--- src/rtl/collective_pkg.sv ---
// collective_pkg
//   Definitions shared by the collective router blocks (reduction_tree,
//   multicast_tree and the router top): flit geometry, port count,
//   port direction encodings, flit field offsets and a sizing helper.
package collective_pkg;

    localparam int FLIT_SIZE = 82;
    localparam int PORT_NUM  = 6;

    typedef enum logic [2:0] {
        DIR_LOCAL = 3'd0,
        DIR_NORTH = 3'd1,
        DIR_SOUTH = 3'd2,
        DIR_EAST  = 3'd3,
        DIR_WEST  = 3'd4,
        DIR_UP    = 3'd5
    } dir_e;

    // Flit layout, LSB first: payload | source | opcode | tag | type
    localparam int FLIT_PAYLOAD_LSB = 0;
    localparam int FLIT_PAYLOAD_W   = 64;
    localparam int FLIT_SRC_LSB     = 64;
    localparam int FLIT_SRC_W       = 8;
    localparam int FLIT_OP_LSB      = 72;
    localparam int FLIT_OP_W        = 4;
    localparam int FLIT_TAG_LSB     = 76;
    localparam int FLIT_TAG_W       = 4;
    localparam int FLIT_TYPE_LSB    = 80;
    localparam int FLIT_TYPE_W      = 2;

    // Width of an occupancy counter that must hold 0..depth inclusive.
    function automatic int cnt_w(input int depth);
        return $clog2(depth) + 1;
    endfunction

endpackage

--- src/rtl/multicast_fifo.sv ---
// multicast_fifo
//   Circular buffer of {flit, destination mask} entries for multicast_tree.
//   Ports:
//     clk, rst        clock, asynchronous active-low reset
//     push            write push_flit/push_mask at the tail (caller ensures not full)
//     push_flit/mask  entry to write
//     pop             advance the head (caller ensures not empty)
//     count           occupancy, 0..QUEUE_DEPTH
//     head_flit       flit stored at the head entry
//     next_mask       mask stored one entry behind the head
//   Storage is not reset; only pointers and count are.
module multicast_fifo
    import collective_pkg::*;
#(
    parameter int FLIT_SIZE   = 82,
    parameter int FAN_OUT     = 6,
    parameter int QUEUE_DEPTH = 4,
    localparam int CNT_W      = cnt_w(QUEUE_DEPTH),
    localparam int PTR_W      = $clog2(QUEUE_DEPTH)
) (
    input  logic                 clk,
    input  logic                 rst,
    input  logic                 push,
    input  logic [FLIT_SIZE-1:0] push_flit,
    input  logic [FAN_OUT-1:0]   push_mask,
    input  logic                 pop,
    output logic [CNT_W-1:0]     count,
    output logic [FLIT_SIZE-1:0] head_flit,
    output logic [FAN_OUT-1:0]   next_mask
);

    logic [FLIT_SIZE-1:0] flit_mem [QUEUE_DEPTH];
    logic [FAN_OUT-1:0]   mask_mem [QUEUE_DEPTH];
    logic [PTR_W-1:0]     wr_ptr;
    logic [PTR_W-1:0]     rd_ptr;
    logic [PTR_W-1:0]     rd_ptr_nxt;

    // Depth is a power of two, so pointer arithmetic wraps for free.
    assign rd_ptr_nxt = rd_ptr + PTR_W'(1);
    assign head_flit  = flit_mem[rd_ptr];
    assign next_mask  = mask_mem[rd_ptr_nxt];

    always_ff @(posedge clk) begin
        if (push) begin
            flit_mem[wr_ptr] <= push_flit;
            mask_mem[wr_ptr] <= push_mask;
        end
    end

    always_ff @(posedge clk or negedge rst) begin
        if (!rst) begin
            wr_ptr <= '0;
            rd_ptr <= '0;
            count  <= '0;
        end else begin
            if (push) wr_ptr <= wr_ptr + PTR_W'(1);
            if (pop)  rd_ptr <= rd_ptr_nxt;
            case ({push, pop})
                2'b10:   count <= count + CNT_W'(1);
                2'b01:   count <= count - CNT_W'(1);
                default: count <= count;
            endcase
        end
    end

endmodule

--- src/rtl/multicast_tree.sv ---
// multicast_tree
//   Replicates each incoming flit to the subset of FAN_OUT ports named by
//   its mask. Each selected port takes its copy independently; the head
//   entry retires once every selected port has taken it.
//   Ports:
//     clk, rst   clock, asynchronous active-low reset
//     in         flit to replicate
//     in_mask    destination mask for in (bit i = port i)
//     in_valid   in/in_mask valid
//     in_avail   a flit can be accepted this cycle
//     out        per-port flit, slice i = [FLIT_SIZE*i +: FLIT_SIZE]
//     out_valid  per-port valid
//     out_avail  per-port downstream ready
//   QUEUE_DEPTH must be a power of two and at least 2.
module multicast_tree
    import collective_pkg::*;
#(
    parameter int FAN_OUT     = collective_pkg::PORT_NUM,
    parameter int FLIT_SIZE   = collective_pkg::FLIT_SIZE,
    parameter int QUEUE_DEPTH = 4,
    localparam int CNT_W      = cnt_w(QUEUE_DEPTH)
) (
    input  logic                         clk,
    input  logic                         rst,
    input  logic [FLIT_SIZE-1:0]         in,
    input  logic [FAN_OUT-1:0]           in_mask,
    input  logic                         in_valid,
    output logic                         in_avail,
    output logic [FLIT_SIZE*FAN_OUT-1:0] out,
    output logic [FAN_OUT-1:0]           out_valid,
    input  logic [FAN_OUT-1:0]           out_avail
);

    logic [CNT_W-1:0]     count;
    logic [FLIT_SIZE-1:0] head_flit;
    logic [FLIT_SIZE-1:0] shown_flit;
    logic [FAN_OUT-1:0]   next_mask;
    logic [FAN_OUT-1:0]   pending;
    logic [FAN_OUT-1:0]   pending_next;
    logic [FAN_OUT-1:0]   pending_load;
    logic                 nonempty;
    logic                 accept;
    logic                 push;
    logic                 retire;

    multicast_fifo #(
        .FLIT_SIZE   (FLIT_SIZE),
        .FAN_OUT     (FAN_OUT),
        .QUEUE_DEPTH (QUEUE_DEPTH)
    ) u_fifo (
        .clk       (clk),
        .rst       (rst),
        .push      (push),
        .push_flit (in),
        .push_mask (in_mask),
        .pop       (retire),
        .count     (count),
        .head_flit (head_flit),
        .next_mask (next_mask)
    );

    assign nonempty = (count != '0);

    // Depends only on reset and the registered count, so a retire in the
    // same cycle never reopens a full buffer early.
    assign in_avail = rst && (count != CNT_W'(QUEUE_DEPTH));

    assign accept = in_valid && in_avail;
    // Zero-mask flits are consumed but never stored.
    assign push   = accept && (in_mask != '0);

    assign out_valid    = nonempty ? pending : '0;
    assign pending_next = pending & ~(out_valid & out_avail);
    assign retire       = nonempty && (pending_next == '0);

    // Empty buffer shows zero rather than stale storage, which also makes
    // out drop to zero as soon as reset clears count.
    assign shown_flit = nonempty ? head_flit : '0;
    assign out        = {FAN_OUT{shown_flit}};

    always_comb begin
        pending_load = pending_next;
        if (retire) begin
            if (count >= CNT_W'(2))
                pending_load = next_mask;
            else if (push)
                pending_load = in_mask;   // new flit becomes head as old one leaves
            else
                pending_load = '0;
        end else if (!nonempty && push) begin
            pending_load = in_mask;
        end
    end

    always_ff @(posedge clk or negedge rst) begin
        if (!rst)
            pending <= '0;
        else
            pending <= pending_load;
    end

endmodule
--- config.mk ---
export PLATFORM = sky130hd
export DESIGN_NAME = multicast_tree
export DESIGN_NICKNAME = d
export VERILOG_FILES = /design/src/rtl/collective_pkg.sv /design/src/rtl/multicast_fifo.sv /design/src/rtl/multicast_tree.sv
export SDC_FILE = /design/constraint.sdc
export NUM_CORES = 1
export LEC_CHECK = 0
export CAP_MARGIN = 25
export CORE_AREA = 5 5 227 229
export CTS_BUF_LIST = sky130_fd_sc_hd__clkbuf_4 sky130_fd_sc_hd__clkbuf_8
export CTS_CLUSTER_DIAMETER = 100
export CTS_CLUSTER_SIZE = 28
export DETAILED_ROUTE_END_ITERATION = 16
export DIE_AREA = 0 0 232 234
export GPL_TIMING_DRIVEN = 0
export PLACE_DENSITY = 0.62
export SLEW_MARGIN = 20
export SYNTH_ARGS = -nofsm -noshare
export SYNTH_HDL_FRONTEND = slang
export SYNTH_HIERARCHICAL = 1
export SYNTH_SLANG_ARGS = --single-unit
--- constraint.sdc ---
create_clock -name clk -period 7.65 [get_ports clk]
set_input_delay 1.53 -clock clk [delete_from_list [all_inputs] [get_ports clk]]
set_output_delay 1.53 -clock clk [all_outputs]
set_load 0.01 [all_outputs]
==> results.md, run 1 <==
- Net count after synthesis: 1158
- Worst endpoint required time: a little over 6 ns
- Multi-input gate area in the final layout: 3043 um2
- 1st-iter DRT viols: ~450
- Synthesized instance count: about 1100
- DRC violations left: 0
- Hold Violations, Final: 0
- Time the worst path needs with I/O delays and setup: just over 5 ns
- Count of distinct cell types in the synthesized netlist: 39
- Filler Cell Count: approximately 4300
- Overflow left after global routing: 0
- Netlist area before placement: about 17000 um2
- Sequential Area: about 11000 um2
- Startpoint types: flop
- Max-slew headroom: 0.3777
- Number of port buffers: slightly below 600
- Dpl ws: approximately 2.8 ns
- Worst R2R Path Depth: 10
- Routed Antenna Nets: 0
- Hold depth: 1
- Routability congestion estimate: roughly 0.74
- Std-Cell Core Area: around 49000 um2
- Setup repair after global routing missed its margin: no
- Fraction of the yosys area taken by sequential cells: 0.6286
- Library cell used as clock root buffer: sky130_fd_sc_hd__clkbuf_8
- Total wirelength of the detailed-routed design: 42.21 mm
- Hold crit path type: reg -> reg
- Critical setup path kind: reg -> out
- Final setup violation count: 0
- Latest clock arrival within the worst-skew pair: approximately 0.57 ns
- Growth of design area from synthesis to finish: 42.35%
- Via count of the first global-routing pass: around 10000
- CTS Hold Bufs: 0
- Initial standard-cell utilization of the core: 0.3505
- Mapped Avg Cell Area: about 16 um2
- Count of TritonRoute iterations in the first routing pass: 4
- Maximum number of pins on one net before global-route repair: 45
- Portion of the clock cycle consumed by the worst path in the final layout: 0.6736
- First-pass GRT wire length: between 60 and 70 mm
- Clock tree from TritonCTS: yes
- Leak Pwr: 0.009104 uW
- Minimum setup slack among reg-to-reg paths: slightly below 5 ns
- Maximum vdd ir drop: 294.3 uV
- Clock buffer depth: 3
- Number of nets in the layout: roughly 1800
- Number of CTS-inserted buffers: 17
- Final HPWL DP: ~32 mm
- Layout cell share with drive strength beyond 1: 0.3327
- Via total after detailed routing: 9966
- Capturing element type of the critical path: output pin
- Hold EP: u_fifo/wr_ptr[0]
- Seq cells post-synth: 365
- Most common cell after layout, fill and taps aside: sky130_fd_sc_hd__clkdlybuf4s50_1
- I/O pin count: about 600
- Overall power after layout: about 12000 uW
- Max cap viols: 0
- Worst endpoint data arrival time: approximately 3.6 ns
- Post-CTS clock slew at the launch and capture registers of the worst setup and hold paths: 0.16 ns
- Most frequent cells in the layout: sky130_fd_sc_hd__clkdlybuf4s50_1, sky130_fd_sc_hd__buf_4, sky130_fd_sc_hd__edfxtp_1
- Warnings from Yosys: 6
- Number of vias per cell: approximately 4.2
- DR WL/cell: about 18 um
- Pwr dens: around 500 nW/um2
- Capture point of the worst reg-to-reg path: u_fifo/count[2]
- Worst clock skew: between 0.03 and 0.04 ns
- Post-cts resize count: 0
- Outcome: completed
- Setup WS post-layout: between 2 and 2.5 ns
- Std cell rows: 82
- Worst-path fanout max: 10
- Beginning of the worst hold path: u_fifo/wr_ptr[0]
- Worst-margin pin slew: approximately 0.93 ns
- Total GRT Usage: 0.1440
- Highest achievable clock rate: between 150 and 200 MHz
- Number of antenna violations at the first check in global routing: 6
- Clock sinks: about 370
- Die boundary width: around 230 um
- H-tree Lvls: 1
- Max-slew violation count: 0
- Height of the die: approximately 230 um
- Area enclosed by the die boundary: approximately 54000 um2
- Reg-to-reg startpoint: pending[0]
- # Post-CTS Setup Buffers: 0
[power by group]
part | switching, uW | total (uW) | internal (uW)
registers | 63.9 | 2490 | 2430
clock network | 568 | 810 | 243
logic | 3370 | 9000 | 5630
[critical path, stage by stage (launching register included)]
cell and delay [ns]:
sky130_fd_sc_hd__dfrtp_1 0.49, sky130_fd_sc_hd__or3_1 0.14, sky130_fd_sc_hd__buf_2 0.15, sky130_fd_sc_hd__clkbuf_1 0.71, sky130_fd_sc_hd__clkbuf_1 0.46, sky130_fd_sc_hd__and2_1 0.39, sky130_fd_sc_hd__buf_4 0.17, sky130_fd_sc_hd__clkdlybuf4s50_1 0.53
[metal layers]
layer  wire length (um)  part of all wire  vias up  GRT usage
met4                572             0.014        2    0.02382
met1              16190              0.38     4957     0.1778
li1                   -                 -     4655          -
met3               3002             0.071       34    0.03051
met2              22440              0.53      318     0.2654
met5                  7           0.00017        -          0
[synth_stat cells]
| cell type | n | area, um2 |
|---|---|---|
| sky130_fd_sc_hd__fa_1 | 1 | 20.02 |
| sky130_fd_sc_hd__xnor2_1 | 2 | 17.52 |
| sky130_fd_sc_hd__o41ai_4 | 1 | 27.53 |
| sky130_fd_sc_hd__nand3_1 | 2 | 10.01 |
| sky130_fd_sc_hd__a221o_1 | 4 | 40.04 |
| sky130_fd_sc_hd__nor4_1 | 1 | 6.260 |
| sky130_fd_sc_hd__xor2_1 | 4 | 35.03 |
| sky130_fd_sc_hd__a21oi_1 | 1 | 5.000 |
| sky130_fd_sc_hd__or3_4 | 1 | 11.26 |
| sky130_fd_sc_hd__a21boi_0 | 2 | 15.01 |
| sky130_fd_sc_hd__mux4_2 | 88 | 1982 |
| sky130_fd_sc_hd__o22a_1 | 1 | 8.760 |
| sky130_fd_sc_hd__a211o_1 | 1 | 8.760 |
| sky130_fd_sc_hd__dfrtp_1 | 13 | 325.3 |
| sky130_fd_sc_hd__clkbuf_1 | 10 | 37.54 |
| sky130_fd_sc_hd__buf_4 | 418 | 3138 |
| sky130_fd_sc_hd__buf_12 | 8 | 160.2 |
| sky130_fd_sc_hd__nor3_1 | 2 | 10.01 |
| sky130_fd_sc_hd__nor3_2 | 1 | 10.01 |
| sky130_fd_sc_hd__o31ai_1 | 1 | 7.510 |
| sky130_fd_sc_hd__a41oi_1 | 1 | 8.760 |
| sky130_fd_sc_hd__and3_1 | 5 | 31.28 |
| sky130_fd_sc_hd__a2111oi_2 | 1 | 15.01 |
| sky130_fd_sc_hd__or3_1 | 1 | 6.260 |
| sky130_fd_sc_hd__a211oi_1 | 1 | 7.510 |
| sky130_fd_sc_hd__or4_1 | 1 | 7.510 |
| sky130_fd_sc_hd__nand2b_1 | 2 | 12.51 |
| sky130_fd_sc_hd__and2_1 | 92 | 575.6 |
| sky130_fd_sc_hd__mux2i_1 | 1 | 10.01 |
| sky130_fd_sc_hd__edfxtp_1 | 352 | 10570 |
| sky130_fd_sc_hd__or2_2 | 1 | 6.260 |
| sky130_fd_sc_hd__buf_6 | 2 | 22.52 |
| sky130_fd_sc_hd__ha_1 | 5 | 62.56 |
| sky130_fd_sc_hd__buf_2 | 3 | 15.01 |
| sky130_fd_sc_hd__inv_1 | 8 | 30.03 |
| sky130_fd_sc_hd__nand2_1 | 9 | 33.78 |
| sky130_fd_sc_hd__nor2b_1 | 4 | 25.02 |
| sky130_fd_sc_hd__nor2_1 | 3 | 11.26 |
| sky130_fd_sc_hd__o21ai_0 | 1 | 5.000 |
[flip-flops by register name (all words and copies together), names as in the netlist]
name	flops
u_fifo/mask_mem	24
u_fifo/wr_ptr	2
u_fifo/count	3
u_fifo/flit_mem	328
u_fifo/rd_ptr	2
pending	6
[layout make-up]
| type | count | area share |
|---|---|---|
| Sequential cell | 365 | 0.4416 |
| Clock inverter | 3 | 0.001268 |
| Antenna cell | 4 | 0.0004057 |
| Inverter | 8 | 0.001217 |
| Clock buffer | 22 | 0.01101 |
| Timing Repair Buffer | 603 | 0.2503 |
| Tap cell | 672 | 0.03408 |
| Buffer | 441 | 0.1367 |
| Multi-Input combinational cell | 241 | 0.1233 |
[through the flow]
step / instances / utilization / cell area [um2] / TNS (ns) / hold slack [ns]
finish: 2359 / 0.4989 / 24670 / 0 / 0.5556
global route: 2357 / 0.4988 / 24670 / 0 / 0.5662
CTS: 2355 / 0.4987 / 24660 / 0 / 0.5517
detailed placement: 2330 / 0.4926 / 24360 / 0 / 0.5269
global placement: 2322 / 0.4879 / 24130 / -71.78 / 0.5155
floorplan: 1055 / - / 17330 / 0 / 0.4915
[worst max-delay path by stage]
| stage | cells after the start | endpoint | from | slack [ns] |
|---|---|---|---|---|
| 2_1_floorplan | 4 | u_fifo/flit_mem[0][0] | in_mask[3] | 2.85 |
| 3_3_place_gp | 4 | u_fifo/flit_mem[0][13] | rst | -0.24 |
| 3_5_place_dp | 3 | in_avail | rst | 2.81 |
| 4_1_cts | 7 | out[188] | u_fifo/count[2] | 2.32 |
| 5_1_grt | 7 | out[352] | u_fifo/count[2] | 2.14 |
| 6_report | 7 | out[188] | u_fifo/count[2] | 2.50 |
[cell families (layout without fill, tap and decap cells)]
kind of cell / Yosys count / in the layout / share of synthesized area
other: 0 / 4 / 0
buffers and inverters: 449 / 1077 / 0.1964
XOR/XNOR: 6 / 6 / 0.003032
AO/OA/AOI/OAI: 15 / 15 / 0.008591
AND/OR/NAND/NOR: 125 / 125 / 0.04368
multiplexers: 89 / 89 / 0.1149
flip-flops: 365 / 365 / 0.6286
adder cells (fa/ha/maj): 6 / 6 / 0.004765
No activity file was read; power rests on OpenSTA's default activity.
==> inputs of run 2 (changes only) <==
Settings changed: CORE_AREA 5 5 227 229 to 5 5 229 231, DIE_AREA 0 0 232 234 to 0 0 234 236, PLACE_DENSITY 0.62 to 0.61.
Clock period 7.65 ns to 5.3 ns, I/O delays scaled along.
==> run 2 against run 1 <==
Net effect:
- non-clock buffer count is the same
- clock skew shrank 0.0052 ns
- first-iteration DRC count shrank 4.0%
- via count shrank 0.36%
- wire length grew 2.3%
- worst hold slack lost 0.0014 ns
- combinational power grew 44%
- flip-flop and latch count is the same
- total power grew 45%
- critical path depth is the same
- cell area grew 0.13%
- critical path type unchanged
- largest cell class unchanged
- largest power group unchanged
- highest routed layer unchanged
==> results.md, run 2 (synthesis results as in run 1) <==
- Worst clock skew: between 0.02 and 0.03 ns
- Growth of design area from synthesis to finish: 42.54%
- Via total after detailed routing: between 9000 and 10000
- Hold depth: 1
- Capture point of the worst reg-to-reg path: u_fifo/count[2]
- Final HPWL DP: 32.33 mm
- Overflow left after global routing: 0
- Beginning of the worst hold path: u_fifo/wr_ptr[0]
- Die boundary width: between 200 and 250 um
- Std cell rows: 82
- Final design instance area without fill: around 25000 um2
- Area enclosed by the die boundary: about 55000 um2
- Hold crit path type: reg -> reg
- Height of the die: between 200 and 250 um
- Number of port buffers: between 500 and 600
- Library cell used as clock root buffer: sky130_fd_sc_hd__clkbuf_8
- Minimum setup slack among reg-to-reg paths: ~2.6 ns
- Max reg flops: 328
- Critical setup path kind: reg -> out
- Reg-to-reg startpoint: pending[0]
- Post-placement cell area: between 20000 and 25000 um2
- Worst-margin pin slew: between 0.8 and 0.9 ns
- Routed Antenna Nets: 0
- Latest clock arrival within the worst-skew pair: between 0.5 and 0.6 ns
- CTS Hold Bufs: 0
- Number of antenna violations at the first check in global routing: 5
- First-pass GRT wire length: about 64 mm
- Maximum number of pins on one net before global-route repair: 39
- 1st-iter DRT viols: 434
- Worst hold slack: 0.5542 ns
- Via count of the first global-routing pass: between 10000 and 15000
- Worst endpoint data arrival time: approximately 3.6 ns
- Post-CTS clock slew at the launch and capture registers of the worst setup and hold paths: ~0.16 ns
- Max cap viols: 0
- Worst-path fanout max: 10
- Count of buffering cells on the critical path with inverters included: 5
- DRC violations left: 0
- Final setup violation count: 0
- Filler Cell Count: approximately 4300
- # Post-CTS Setup Buffers: 0
- Hold EP: u_fifo/wr_ptr[0]
- Post-cts resize count: 0
- Number of nets in the layout: 1780
- Pwr dens: 721.9 nW/um2
- Total wirelength of the detailed-routed design: 43.18 mm
- Count of TritonRoute iterations in the first routing pass: 4
- Registers with the most flip-flops: u_fifo/flit_mem (328), u_fifo/mask_mem (24), pending (6)
- I/O pin count: between 500 and 600
- H-tree Lvls: 1
- Layout cell share with drive strength beyond 1: 0.3359
- Highest achievable clock rate: approximately 210 MHz
- Register with the highest flop count: u_fifo/flit_mem
- Most frequent cells in the layout: sky130_fd_sc_hd__clkdlybuf4s50_1, sky130_fd_sc_hd__buf_4, sky130_fd_sc_hd__edfxtp_1
- Cell with the largest stage delay on the worst path: sky130_fd_sc_hd__clkbuf_1
- Startpoint types: flop
- Outcome: completed
- Clock sinks: between 300 and 400
- Dpl ws: roughly 0.67 ns
- Final Core Density: 0.4954
- Capturing element type of the critical path: output pin
- Total GRT Usage: 0.1479
- Max-slew violation count: 0
- Clock tree from TritonCTS: yes
- Routability congestion estimate: 0.7107
- Cell seen most often among critical-path stages: sky130_fd_sc_hd__clkbuf_1
- Most common cell after layout, fill and taps aside: sky130_fd_sc_hd__clkdlybuf4s50_1
- Max incr delay on CP: around 0.66 ns
- Hold Violations, Final: 0
- Number of CTS-inserted buffers: 17
- Worst endpoint required time: roughly 4.2 ns
- Setup WS post-layout: 0.6076 ns
- Setup TNS after final layout: 0 ns
- Initial standard-cell utilization of the core: 0.3476
- Clock buffer depth: 3
- DR WL/cell: about 18 um
- Critical-path cell list: or3_1 > buf_2 > clkbuf_1 > clkbuf_1 > and2_1 > buf_4 > clkdlybuf4s50_1
- Number of vias per cell: approximately 4.2
- Std-Cell Core Area: roughly 50000 um2
- Maximum vdd ir drop: roughly 450 uV
- Setup repair after global routing missed its margin: no
- Family of cells with the greatest summed delay on the critical path: buffers and inverters
- Leak Pwr: 0.009120 uW
- Max-slew headroom: 0.4281
- Portion of the clock cycle consumed by the worst path in the final layout: 0.8854
- Worst R2R Path Depth: 10
- Time the worst path needs with I/O delays and setup: about 4.7 ns
==> run 2: how the worst max path moves through the flow <==
stage	slack (ns)	cells after the start	start	end
after floorplan	0.97	4	in_mask[3]	u_fifo/flit_mem[0][0]
after CTS	0.44	7	u_fifo/count[2]	out[418]
after global routing	0.27	7	u_fifo/count[2]	out[336]
after global placement	-2.33	4	rst	u_fifo/flit_mem[0][18]
after detailed placement	0.67	5	rst	u_fifo/flit_mem[0][29]
final	0.61	7	u_fifo/count[2]	out[418]
==> run 2: report_power, final <==
| group | switching (uW) | internal (uW) |
|---|---|---|
| sequential | 92.3 | 3500 |
| clock | 833 | 384 |
| combinational | 4900 | 8120 |
| total | 5820 | 12000 |
==> run 2: per-layer routing <==
| metal | vias up | share of wire | GRT usage |
|---|---|---|---|
| li1 | 4659 | - | - |
| met1 | 4929 | 0.37 | 0.1728 |
| met4 | 4 | 0.018 | 0.02883 |
| met3 | 36 | 0.063 | 0.03127 |
| met2 | 302 | 0.54 | 0.2786 |
| met5 | - | 0.00067 | 0 |
==> run 2: through the flow <==
| stage | power (uW) | std cells |
|---|---|---|
| detailed placement | 16920 | 2330 |
| floorplan | 10430 | 1055 |
| global placement | 16800 | 2322 |
| finish | 17830 | 2364 |
| CTS | 18170 | 2360 |
| global route | 18880 | 2363 |
==> run 2: cell type report <==
cell class	count	area (um2)	area share
flip-flops and latches	365	10900	0.4410
repair buffers	603	6161	0.2494
plain buffers	441	3373	0.1365
multi-input cells	241	3048	0.1234
well taps	672	840.8	0.03404
clock buffers	26	301.5	0.01221
clock inverters	4	43.79	0.001773
inverters	8	30.03	0.001216
diodes	4	10.01	0.0004052
==> inputs of run 3 (changes only) <==
Settings changed: CAP_MARGIN 25 to 10.
==> run 3 against run 2 <==
Net effect:
- sequential share of layout area about the same
- sequential power hardly changed
- flip-flop and latch count is the same
- cell count barely moved
- global-route usage increased by 0.066 points
- clock power is essentially flat
- critical path type unchanged
- cell area about the same
==> results.md, run 3 (synthesis results as in run 1) <==
- Clock sinks: approximately 370
- Capturing element type of the critical path: output pin
- Highest achievable clock rate: ~220 MHz
- Worst endpoint data arrival time: 3.59 ns
- Height of the die: 236 um
- Max incr delay on CP: about 0.71 ns
- Critical-path cell list: or3_1 > buf_2 > clkbuf_1 > clkbuf_1 > and2_1 > buf_4 > clkdlybuf4s50_1
- Total GRT Usage: 0.1485
- Pwr dens: 722.6 nW/um2
- Time the worst path needs with I/O delays and setup: about 4.6 ns
- Routed Antenna Nets: 0
- Count of buffering cells on the critical path with inverters included: 5
- 1st-iter DRT viols: 470
- Die boundary width: ~230 um
- Leak Pwr: ~0.009 uW
- Hold Violations, Final: 0
- Total wirelength of the detailed-routed design: roughly 43 mm
- Sequential Area: 10900 um2
- Outcome: completed
- Startpoint types: flop
- Logic pwr share: 0.729
- Number of nets in the layout: roughly 1800
- Number of antenna violations at the first check in global routing: 4
- Clock tree from TritonCTS: yes
- Overflow left after global routing: 0
- Max cap viols: 0
- Worst clock skew: between 0.015 and 0.02 ns
- First-pass GRT wire length: approximately 64 mm
- Clock buffer depth: 3
- Maximum number of pins on one net before global-route repair: 39
- Filler Cell Count: 4341
- Via count of the first global-routing pass: 10340
- Post-cts resize count: 0
- Std cell rows: 82
- Max-slew headroom: 0.2916
- Hold crit path type: reg -> reg
- Proportion of power drawn by the clock network: 0.070
- Multi-input gate area in the final layout: slightly above 3000 um2
- Net switching power figure: around 5800 uW
- Filler-free cell count of the finished design: around 2400
- Std-Cell Core Area: about 50000 um2
- Worst-margin pin slew: between 1 and 1.5 ns
- # Post-CTS Setup Buffers: 0
- Count of TritonRoute iterations in the first routing pass: 4
- Setup repair after global routing missed its margin: no
- Max-slew violation count: 0
- Overall power after layout: 17860 uW
- Portion of the clock cycle consumed by the worst path in the final layout: 0.8767
- Post-CTS clock slew at the launch and capture registers of the worst setup and hold paths: 0.16 ns
- Number of CTS-inserted buffers: 17
- H-tree Lvls: 1
- Family of cells with the greatest summed delay on the critical path: buffers and inverters
- CTS Hold Bufs: 0
- Number of placed cells counting well taps: 2330
- Initial standard-cell utilization of the core: 0.3476
- Routability congestion estimate: around 0.71
- Cell with the largest stage delay on the worst path: sky130_fd_sc_hd__clkbuf_1
- DR WL/cell: 18.23 um
- Number of port buffers: roughly 600
- Most common cell after layout, fill and taps aside: sky130_fd_sc_hd__clkdlybuf4s50_1
- Power share of the sequential group: 0.201
- Cell seen most often among critical-path stages: sky130_fd_sc_hd__clkbuf_1
- Layout cell share with drive strength beyond 1: 0.3349
- Final HPWL DP: ~32 mm
- Maximum vdd ir drop: 453.9 uV
- DRC violations left: 0
- Worst-path fanout max: 10
- Most frequent cells in the layout: sky130_fd_sc_hd__clkdlybuf4s50_1, sky130_fd_sc_hd__buf_4, sky130_fd_sc_hd__edfxtp_1
- Via total after detailed routing: roughly 9900
- Growth of design area from synthesis to finish: 42.61%
- Critical setup path kind: reg -> out
- Register with the highest flop count: u_fifo/flit_mem
- Library cell used as clock root buffer: sky130_fd_sc_hd__clkbuf_8
- Number of vias per cell: around 4.2
- Final setup violation count: 0
- Switching share of power: 0.3247
- I/O pin count: a little under 600
- Area enclosed by the die boundary: around 55000 um2
- Cell internal power dissipation: ~12000 uW
- Max reg flops: 328
- Registers with the most flip-flops: u_fifo/flit_mem (328), u_fifo/mask_mem (24), pending (6)
- Worst endpoint required time: about 4.2 ns
- Latest clock arrival within the worst-skew pair: between 0.5 and 0.6 ns
==> run 3: cell types whose count changed in the layout (fill, tap and decap cells not counted) <==
cell / before / now
sky130_fd_sc_hd__inv_6: 0 / 1
sky130_fd_sc_hd__a211oi_1: 0 / 1
sky130_fd_sc_hd__clkbuf_8: 17 / 18
sky130_fd_sc_hd__inv_8: 1 / 0
sky130_fd_sc_hd__clkinvlp_4: 1 / 0
sky130_fd_sc_hd__bufinv_16: 0 / 1
sky130_fd_sc_hd__a211oi_2: 1 / 0
sky130_fd_sc_hd__clkinv_4: 1 / 0
sky130_fd_sc_hd__clkbuf_4: 9 / 8
==> run 3: path summary, 6_finish.rpt <==
path                             startpoint                endpoint  slack [ns]  depth (start not counted)
max                         u_fifo/count[2]                out[347]        0.65                          7
min                        u_fifo/wr_ptr[0]        u_fifo/wr_ptr[0]        0.56                          1
max reg2reg                 u_fifo/count[0]  u_fifo/flit_mem[1][29]        2.56                          4
min reg2reg                u_fifo/wr_ptr[0]        u_fifo/wr_ptr[0]        0.56                          1
max in group asynchronous               rst        u_fifo/wr_ptr[1]        3.92                          1
min in group asynchronous               rst        u_fifo/rd_ptr[1]        0.92                          1
==> run 3: layout make-up <==
| cell class | count | area share |
|---|---|---|
| clock buffers | 26 | 0.01245 |
| diodes | 4 | 0.0004050 |
| repair buffers | 603 | 0.2493 |
| inverters | 8 | 0.001215 |
| clock inverters | 3 | 0.002227 |
| well taps | 672 | 0.03402 |
| plain buffers | 441 | 0.1365 |
| multi-input cells | 241 | 0.1231 |
| flip-flops and latches | 365 | 0.4408 |
==> run 3: per-layer routing <==
metal / global-route usage / part of all wire / wire length [um] / up-vias
met2: 0.2786 / 0.55 / 23510 / 329
met3: 0.03295 / 0.070 / 3032 / 32
met1: 0.1746 / 0.37 / 15800 / 4880
met5: 0 / 0.00021 / 9 / -
li1: - / - / - / 4659
met4: 0.02687 / 0.017 / 713 / 2
==> run 3: stage by stage <==
step	setup TNS, ns	utilization	hold WS, ns	cell area, um2	setup WS (ns)
final	0	0.4957	0.5554	24720	0.6533
after global routing	0	0.4956	0.5653	24710	0.2871
after CTS	0	0.4955	0.5466	24710	0.4489
after detailed placement	0	0.4882	0.5227	24340	0.6932
after global placement	-811.23	0.4839	0.5164	24130	-2.333
after floorplan	0	-	0.4915	17330	0.9717
==> run 3: power groups by stage <==
stage / registers (uW) / clock network, uW / logic (uW)
2_1_floorplan: 3660 / 0 / 6760
3_3_place_gp: 3710 / 0 / 13100
3_5_place_dp: 3670 / 0 / 13200
4_1_cts: 3600 / 1330 / 13300
5_1_grt: 3630 / 1420 / 13900
6_report: 3600 / 1250 / 13000
